--- config.mk ---
export PLATFORM = sky130hd
export DESIGN_NAME = sseg_scan_ctrl
export DESIGN_NICKNAME = d
export VERILOG_FILES = /design/src/rtl/sseg_scan_ctrl.sv
export SDC_FILE = /design/constraint.sdc
export NUM_CORES = 1
export LEC_CHECK = 0
export CORE_ASPECT_RATIO = 1.25
export CORE_MARGIN = 2
export CORE_UTILIZATION = 40
export CTS_CLUSTER_SIZE = 40
export DETAILED_ROUTE_END_ITERATION = 12
export PLACE_DENSITY_LB_ADDON = 0.3
export SYNTH_ARGS = -nofsm -noshare
export SYNTH_HDL_FRONTEND = slang
export SYNTH_SLANG_ARGS = --single-unit
--- constraint.sdc ---
create_clock -name clk -period 6.8 [get_ports clk]
set_clock_uncertainty 0.05 [all_clocks]
set_input_delay 1.36 -clock clk [delete_from_list [all_inputs] [get_ports clk]]
set_output_delay 1.36 -clock clk [all_outputs]
set_load 0.03 [all_outputs]
--- src/rtl/sseg_scan_ctrl.sv ---
// Four-digit common-anode scan controller sharing one external BCD decoder.
// Adds a dead cycle per slot, frame-coherent snapshots, lead blanking, dash and blink.
module sseg_scan_ctrl #(
  parameter int SCAN_DIV     = 50000,
  parameter int BLINK_FRAMES = 125
) (
  input  logic        clk,
  input  logic        rst,
  input  logic        en,
  input  logic [15:0] digits,
  input  logic [3:0]  blink_mask,
  input  logic [3:0]  dp_mask,
  input  logic        blank_lead,
  output logic [3:0]  bcd_out,
  input  logic [6:0]  sseg_in,
  output logic [3:0]  an,
  output logic [6:0]  seg,
  output logic        dp,
  output logic        frame_tick
);

  localparam int CW = (SCAN_DIV > 1) ? $clog2(SCAN_DIV) : 1;
  localparam int FW = (BLINK_FRAMES > 1) ? $clog2(BLINK_FRAMES) : 1;
  localparam logic [CW-1:0] CNT_MAX = CW'(SCAN_DIV - 1);
  localparam logic [FW-1:0] FR_MAX  = FW'(BLINK_FRAMES - 1);

  logic [CW-1:0] cnt;
  logic [1:0]    idx;
  logic [15:0]   snap;
  logic [FW-1:0] frame_cnt;
  logic          blink_phase;

  logic          slot_end;
  logic          frame_end;
  logic          blanked;
  logic [3:0]    an_nxt;
  logic [6:0]    seg_nxt;
  logic          dp_nxt;

  assign slot_end   = (cnt == CNT_MAX);
  assign frame_end  = slot_end && (idx == 2'd3);
  assign frame_tick = (cnt == '0) && (idx == 2'd0);

  always_comb begin
    bcd_out = snap[3:0];
    unique case (idx)
      2'd0: bcd_out = snap[3:0];
      2'd1: bcd_out = snap[7:4];
      2'd2: bcd_out = snap[11:8];
      2'd3: bcd_out = snap[15:12];
    endcase
  end

  // Outputs are evaluated from the pre-edge scan position, so the anode
  // switches one cycle after idx and the cnt==0 slot becomes the dead cycle.
  always_comb begin
    blanked = (blink_mask[idx] && blink_phase) ||
              ((idx == 2'd3) && blank_lead && (snap[15:12] == 4'd0));
    an_nxt  = (cnt == '0) ? 4'hF : ~(4'b0001 << idx);
    dp_nxt  = ~dp_mask[idx];
    if (blanked)
      seg_nxt = '1;
    else if (bcd_out > 4'd9)
      seg_nxt = 7'b0111111;
    else
      seg_nxt = ~sseg_in;
    if (!en) begin
      an_nxt  = '1;
      seg_nxt = '1;
      dp_nxt  = 1'b1;
    end
  end

  always_ff @(posedge clk) begin
    if (rst) begin
      cnt         <= '0;
      idx         <= '0;
      snap        <= digits;
      frame_cnt   <= '0;
      blink_phase <= 1'b0;
      an          <= '1;
      seg         <= '1;
      dp          <= 1'b1;
    end else begin
      an  <= an_nxt;
      seg <= seg_nxt;
      dp  <= dp_nxt;
      if (slot_end) begin
        cnt <= '0;
        idx <= idx + 2'd1;
      end else begin
        cnt <= cnt + CW'(1);
      end
      if (frame_end) begin
        snap <= digits;
        if (frame_cnt == FR_MAX) begin
          frame_cnt   <= '0;
          blink_phase <= ~blink_phase;
        end else begin
          frame_cnt <= frame_cnt + FW'(1);
        end
      end
    end
  end

endmodule

; Word level (Yosys, flattened, before mapping)
; Cells that the tools add are included.
[word_totals]
regBits = 54
inputBits = 35
out_inout_bits = 17
[classes]
n_addsub = 3
n_lt_le_gt_ge = 2
n_eq_ne = 5
shifts = 1
muxes = 9
bitwise_logic = 5
n_reduce_logical = 16
[op_table]
columns = operator, count
row1 = 16-bit two-way mux, 2
row2 = "16-bit by 1-bit adder with 16-bit output, second input constant", 1
row3 = "16-bit == test, second input constant", 1
row4 = 16-bit zero test, 1
row5 = 4-bit one-hot mux with 4 select lines, 1
row6 = 7-bit two-way mux, 2
row7 = "7-bit by 1-bit adder with 7-bit output, second input constant", 1
row8 = "7-bit == test, second input constant", 1
row9 = 7-bit NOT, 1
row10 = 3-bit OR reduction, 2
row11 = 1-bit logical AND, 5
row12 = 1-bit binary-select mux with 2-bit select, 2
row13 = "2-bit == test, second input constant", 2
row14 = "4-bit > comparator, second input constant", 1
row15 = 4-bit zero test, 1
row16 = 4-bit NOT, 1
row17 = 2-bit OR reduction, 2
row18 = 4-bit OR reduction, 1
row19 = "1-bit by 2-bit << shifter with 4-bit output, first input constant", 1
row20 = "2-bit by 3-bit less-than comparator with 1-bit output, second input constant", 1
row21 = 1-bit NOT, 3
row22 = "2-bit by 1-bit adder with 2-bit output, second input constant", 1
row23 = "2-bit by 1-bit == test with 1-bit output, second input constant", 1
row24 = 2-bit zero test, 1
row25 = 4 further kinds, 5

; Depth between registers and ports, before layout
[depth]
word_depth = 5
ltp_mapped = 7

; Worst setup path after synthesis
; No wires, ideal clock.
[synth_timing]
path_kind = register to output
from = reg idx[0]
to = out bcd_out[0]
arrival_ps = 1596
required_time_ps = 5390
slack_ps = 3794
stages_incl_launch_ff = 5
n_path_buf = 1
cell_sequence = dfxtp_1 -> ha_1 -> clkbuf_1 -> a222oi_1 -> mux2i_1
[synth_between]
elab_chain_cells = 2
word_cells_on_any_way = 5
[synth_rtl]
columns = item, line
row1 = "start, declared", 28  ; logic [1:0] idx;
row2 = "start signal, assigned", 90  ; idx <= idx + 2'd1;
row3 = 2-bit == test (tied with other cells), 46  ; unique case (idx)
row4 = 4-bit one-hot mux with 4 select lines (*), 46
row5 = "end, declared", 14  ; output logic [3:0] bcd_out,
; Mark *: on every way between the ends. The rest lies on a longest branch, timed or not.

; Final worst setup path
[layout_timing]
from = reg idx[0]
to = out bcd_out[3]
; The elaborated chain is that of the path after synthesis.

==> metrics.cfg <==
[synth]
seq_area_frac_synth = 0.542
synth_compound_area_frac = 0.0875
syn_area_per_cell_um2 = 10.2
async_reset_ff_frac = 0
synth_area_um2 = 2290
synthesis.nets = 268
yosys.area_share.simple = 0.205
muxShareOfSynthArea = 0.0284
synth_xor_area_frac = 0.0574
synth.distinct_cells = 36
ys.flop_type = dfxtp_1
synth_top_family_by_area = simple AND/OR/NAND/NOR gates
synth_seq_cells = 54
synth_warnings = 0
synth_fa_ha_area_frac = 0.0437
synth_edf_count = 16
syn_inst = 225

[clock_tree]
cts_root_buffer = clkbuf_8
post_cts_buffers = 0
cts_tree = built
cts_resized = 0
holdBufCountCts = 0
clk_pin_slew_ps = 100
clk_latency_ps = 310
cts_buffers = 5
clock-sinks = 54
clk_path_buf_depth = 2
cts-htree-levels = 2

[hold_path]
hold_path_class = reg2reg

[finish]
seqCellArea_um2 = 1240
drive_gt1_frac = 0.0360
fillers = 513
syn_to_final_growth_pct = 28.6
num_antenna_cells = 0
multiInputGateArea_um2 = 966
fin_util = 0.537
final_nets = 320

[power]
pwr-share-clk = 0.302
pwr-share-seq = 0.598
power_frac_comb = 0.100
p_leak_uw = 0.00101
p_switching_uw = 136
p_int_uw = 448
power_density_nw_per_um2 = 198
peakVddDrop_v = 0.000147
swShare = 0.232

[worst_setup_path]
crit_type = reg2out
endpoint_kind = primary output
critPathMaxFanout = 15
rr_worst_depth = 3
cp.required_ps = 5390
crit_end = bcd_out[3]
worstPathArrival_ps = 2450
worstSetupStartpointType = register
r2r-start = cnt[10]
r2r_slack_ps = 4090
worstReg2RegEnd = snap[1]
crit_start = idx[0]

[timing]
finalSetupTns_ps = 0
rsz0062_at_grt = false
slew_headroom = 0.380
setup_viol_count_final = 0
worst_pin_slew_ps = 921
hold_viol = 0
fmax_mhz = 259
period_share = 0.568
finalMaxSlewViolations = 0
min_period_ps = 3860

[routing]
via_per_inst = 5.24
drcViolationCount = 0
wl_met3_um = 189
wl_um = 4750
drt_pass1_iterations = 4
route.met2.wl_um = 2470
ant_nets = 0
routed.top_layer = met4
wl_per_cell_um = 13.9
m1WireLength_um = 1970
drt_iter0_drc = 57
vias = 1791

[grt]
grt_max_degree = 18
antenna_found_initial = 0
grt_pass1_vias = 1725
grt_pass1_wl_um = 7770
grt_overflow = 0
groute.usage.overall = 0.158

[run]
maxCapViolations = 0

[floorplan]
rows = 30
die-area_um2 = 6350
core_um2 = 5480
ioPinCount = 52
start_util = 0.418
die_h_um = 88.6
die_width_um = 71.7

[run_status]
status = complete, no violations

[placement]
place_congestion = 0.836
numPortBuffers = 51
dp_hpwl_um = 3530

[power by group through the flow]
| stage | Sequential, µW | Clock (µW) | Combinational, µW |
|---|---|---|---|
| floorplan | 360 | 0 | 20.0 |
| global placement | 356 | 0 | 58.0 |
| detailed placement | 356 | 0 | 58.7 |
| CTS | 349 | 183 | 59.0 |
| global route | 350 | 196 | 62.6 |
| finish | 349 | 177 | 58.4 |
[cell type report]
| type | instances | share of cell area |
|---|---|---|
| clock buffer | 5 | 0.0234 |
| timing repair buffer | 51 | 0.173 |
| sequential | 54 | 0.422 |
| inverter | 15 | 0.0191 |
| clock inverter | 3 | 0.00680 |
| multi-input combinational | 150 | 0.328 |
| tap | 64 | 0.0272 |
[per-layer routing]
layer / vias to the layer above / global-route usage
met5: - / 0
met4: 0 / 0.0686
met3: 9 / 0.0364
met2: 40 / 0.272
met1: 837 / 0.189
li1: 905 / -
[cells in the mapped netlist, types with 3 or more instances]
library cell | n | area share
nor4_1 | 7 | 0.019
edfxtp_1 | 16 | 0.21
or4_1 | 5 | 0.016
dfxtp_1 | 38 | 0.33
clkbuf_1 | 4 | 0.0066
o21ai_0 | 7 | 0.015
nand4_1 | 10 | 0.027
xnor2_1 | 14 | 0.054
nor3_1 | 4 | 0.0087
nand2b_1 | 5 | 0.014
nor2_1 | 23 | 0.038
nand3_1 | 7 | 0.015
nand2_1 | 20 | 0.033
a21oi_1 | 12 | 0.026
ha_1 | 8 | 0.044
inv_1 | 15 | 0.025
or3_1 | 3 | 0.0082
[sequential cells by signal (all words and copies together) (netlist names)]
register,flops
cnt,16
dp,1
an,4
snap,16
idx,2
frame_cnt,7
blink_phase,1
seg,7
[stage by stage]
stage	setup WS, ps	instances	total power [µW]	hold WS [ps]	instance area [µm²]
final	2940	342	584	439	2940
after global routing	2710	342	608	476	2940
after CTS	2920	342	591	443	2940
after detailed placement	3250	334	415	421	2850
after global placement	3310	334	414	414	2850
after floorplan	3790	225	380	392	2290
[cells in the final DEF, fill, tap and decap left out, drive strengths merged, types with 5 or more instances in the layout]
| cell type | netlist | final |
|---|---|---|
| clkdlybuf4s50 | 0 | 51 |
| clkbuf | 4 | 5 |
| nand2 | 20 | 20 |
| ha | 8 | 8 |
| nor2 | 23 | 23 |
| or4 | 6 | 6 |
| dfxtp | 38 | 38 |
| nor4 | 7 | 7 |
| xnor2 | 14 | 14 |
| a21oi | 12 | 12 |
| inv | 15 | 16 |
| o21ai | 7 | 7 |
| nand4 | 10 | 10 |
| nand2b | 5 | 5 |
| nand3 | 7 | 7 |
| edfxtp | 16 | 16 |
[critical path: stages, from the launching register on]
cell and delay, ps:
dfxtp_1 490, ha_1 550, a22o_1 210, a211oi_1 70, a21oi_1 130, clkdlybuf4s50_1 680
[worst min path at each step]
stage | from | endpoint | slack [ps] | cells after the start
6_report | cnt[0] | cnt[0] | 440 | 1
5_1_grt | cnt[0] | cnt[0] | 480 | 1
4_1_cts | cnt[0] | cnt[0] | 440 | 1
3_5_place_dp | cnt[0] | cnt[0] | 420 | 1
3_3_place_gp | cnt[0] | cnt[0] | 410 | 1
2_1_floorplan | cnt[0] | cnt[0] | 390 | 1
[cell families (layout without fill, tap and decap cells)]
logic type / count (synthesis) / after routing
AO/OA/AOI/OAI: 32 / 32
XOR/XNOR: 15 / 15
adder cells (fa/ha/maj): 8 / 8
buffers and inverters: 21 / 74
flip-flops: 54 / 54
multiplexers: 4 / 4
AND/OR/NAND/NOR: 91 / 91
Note: power is estimated with default switching activity, not from simulation.
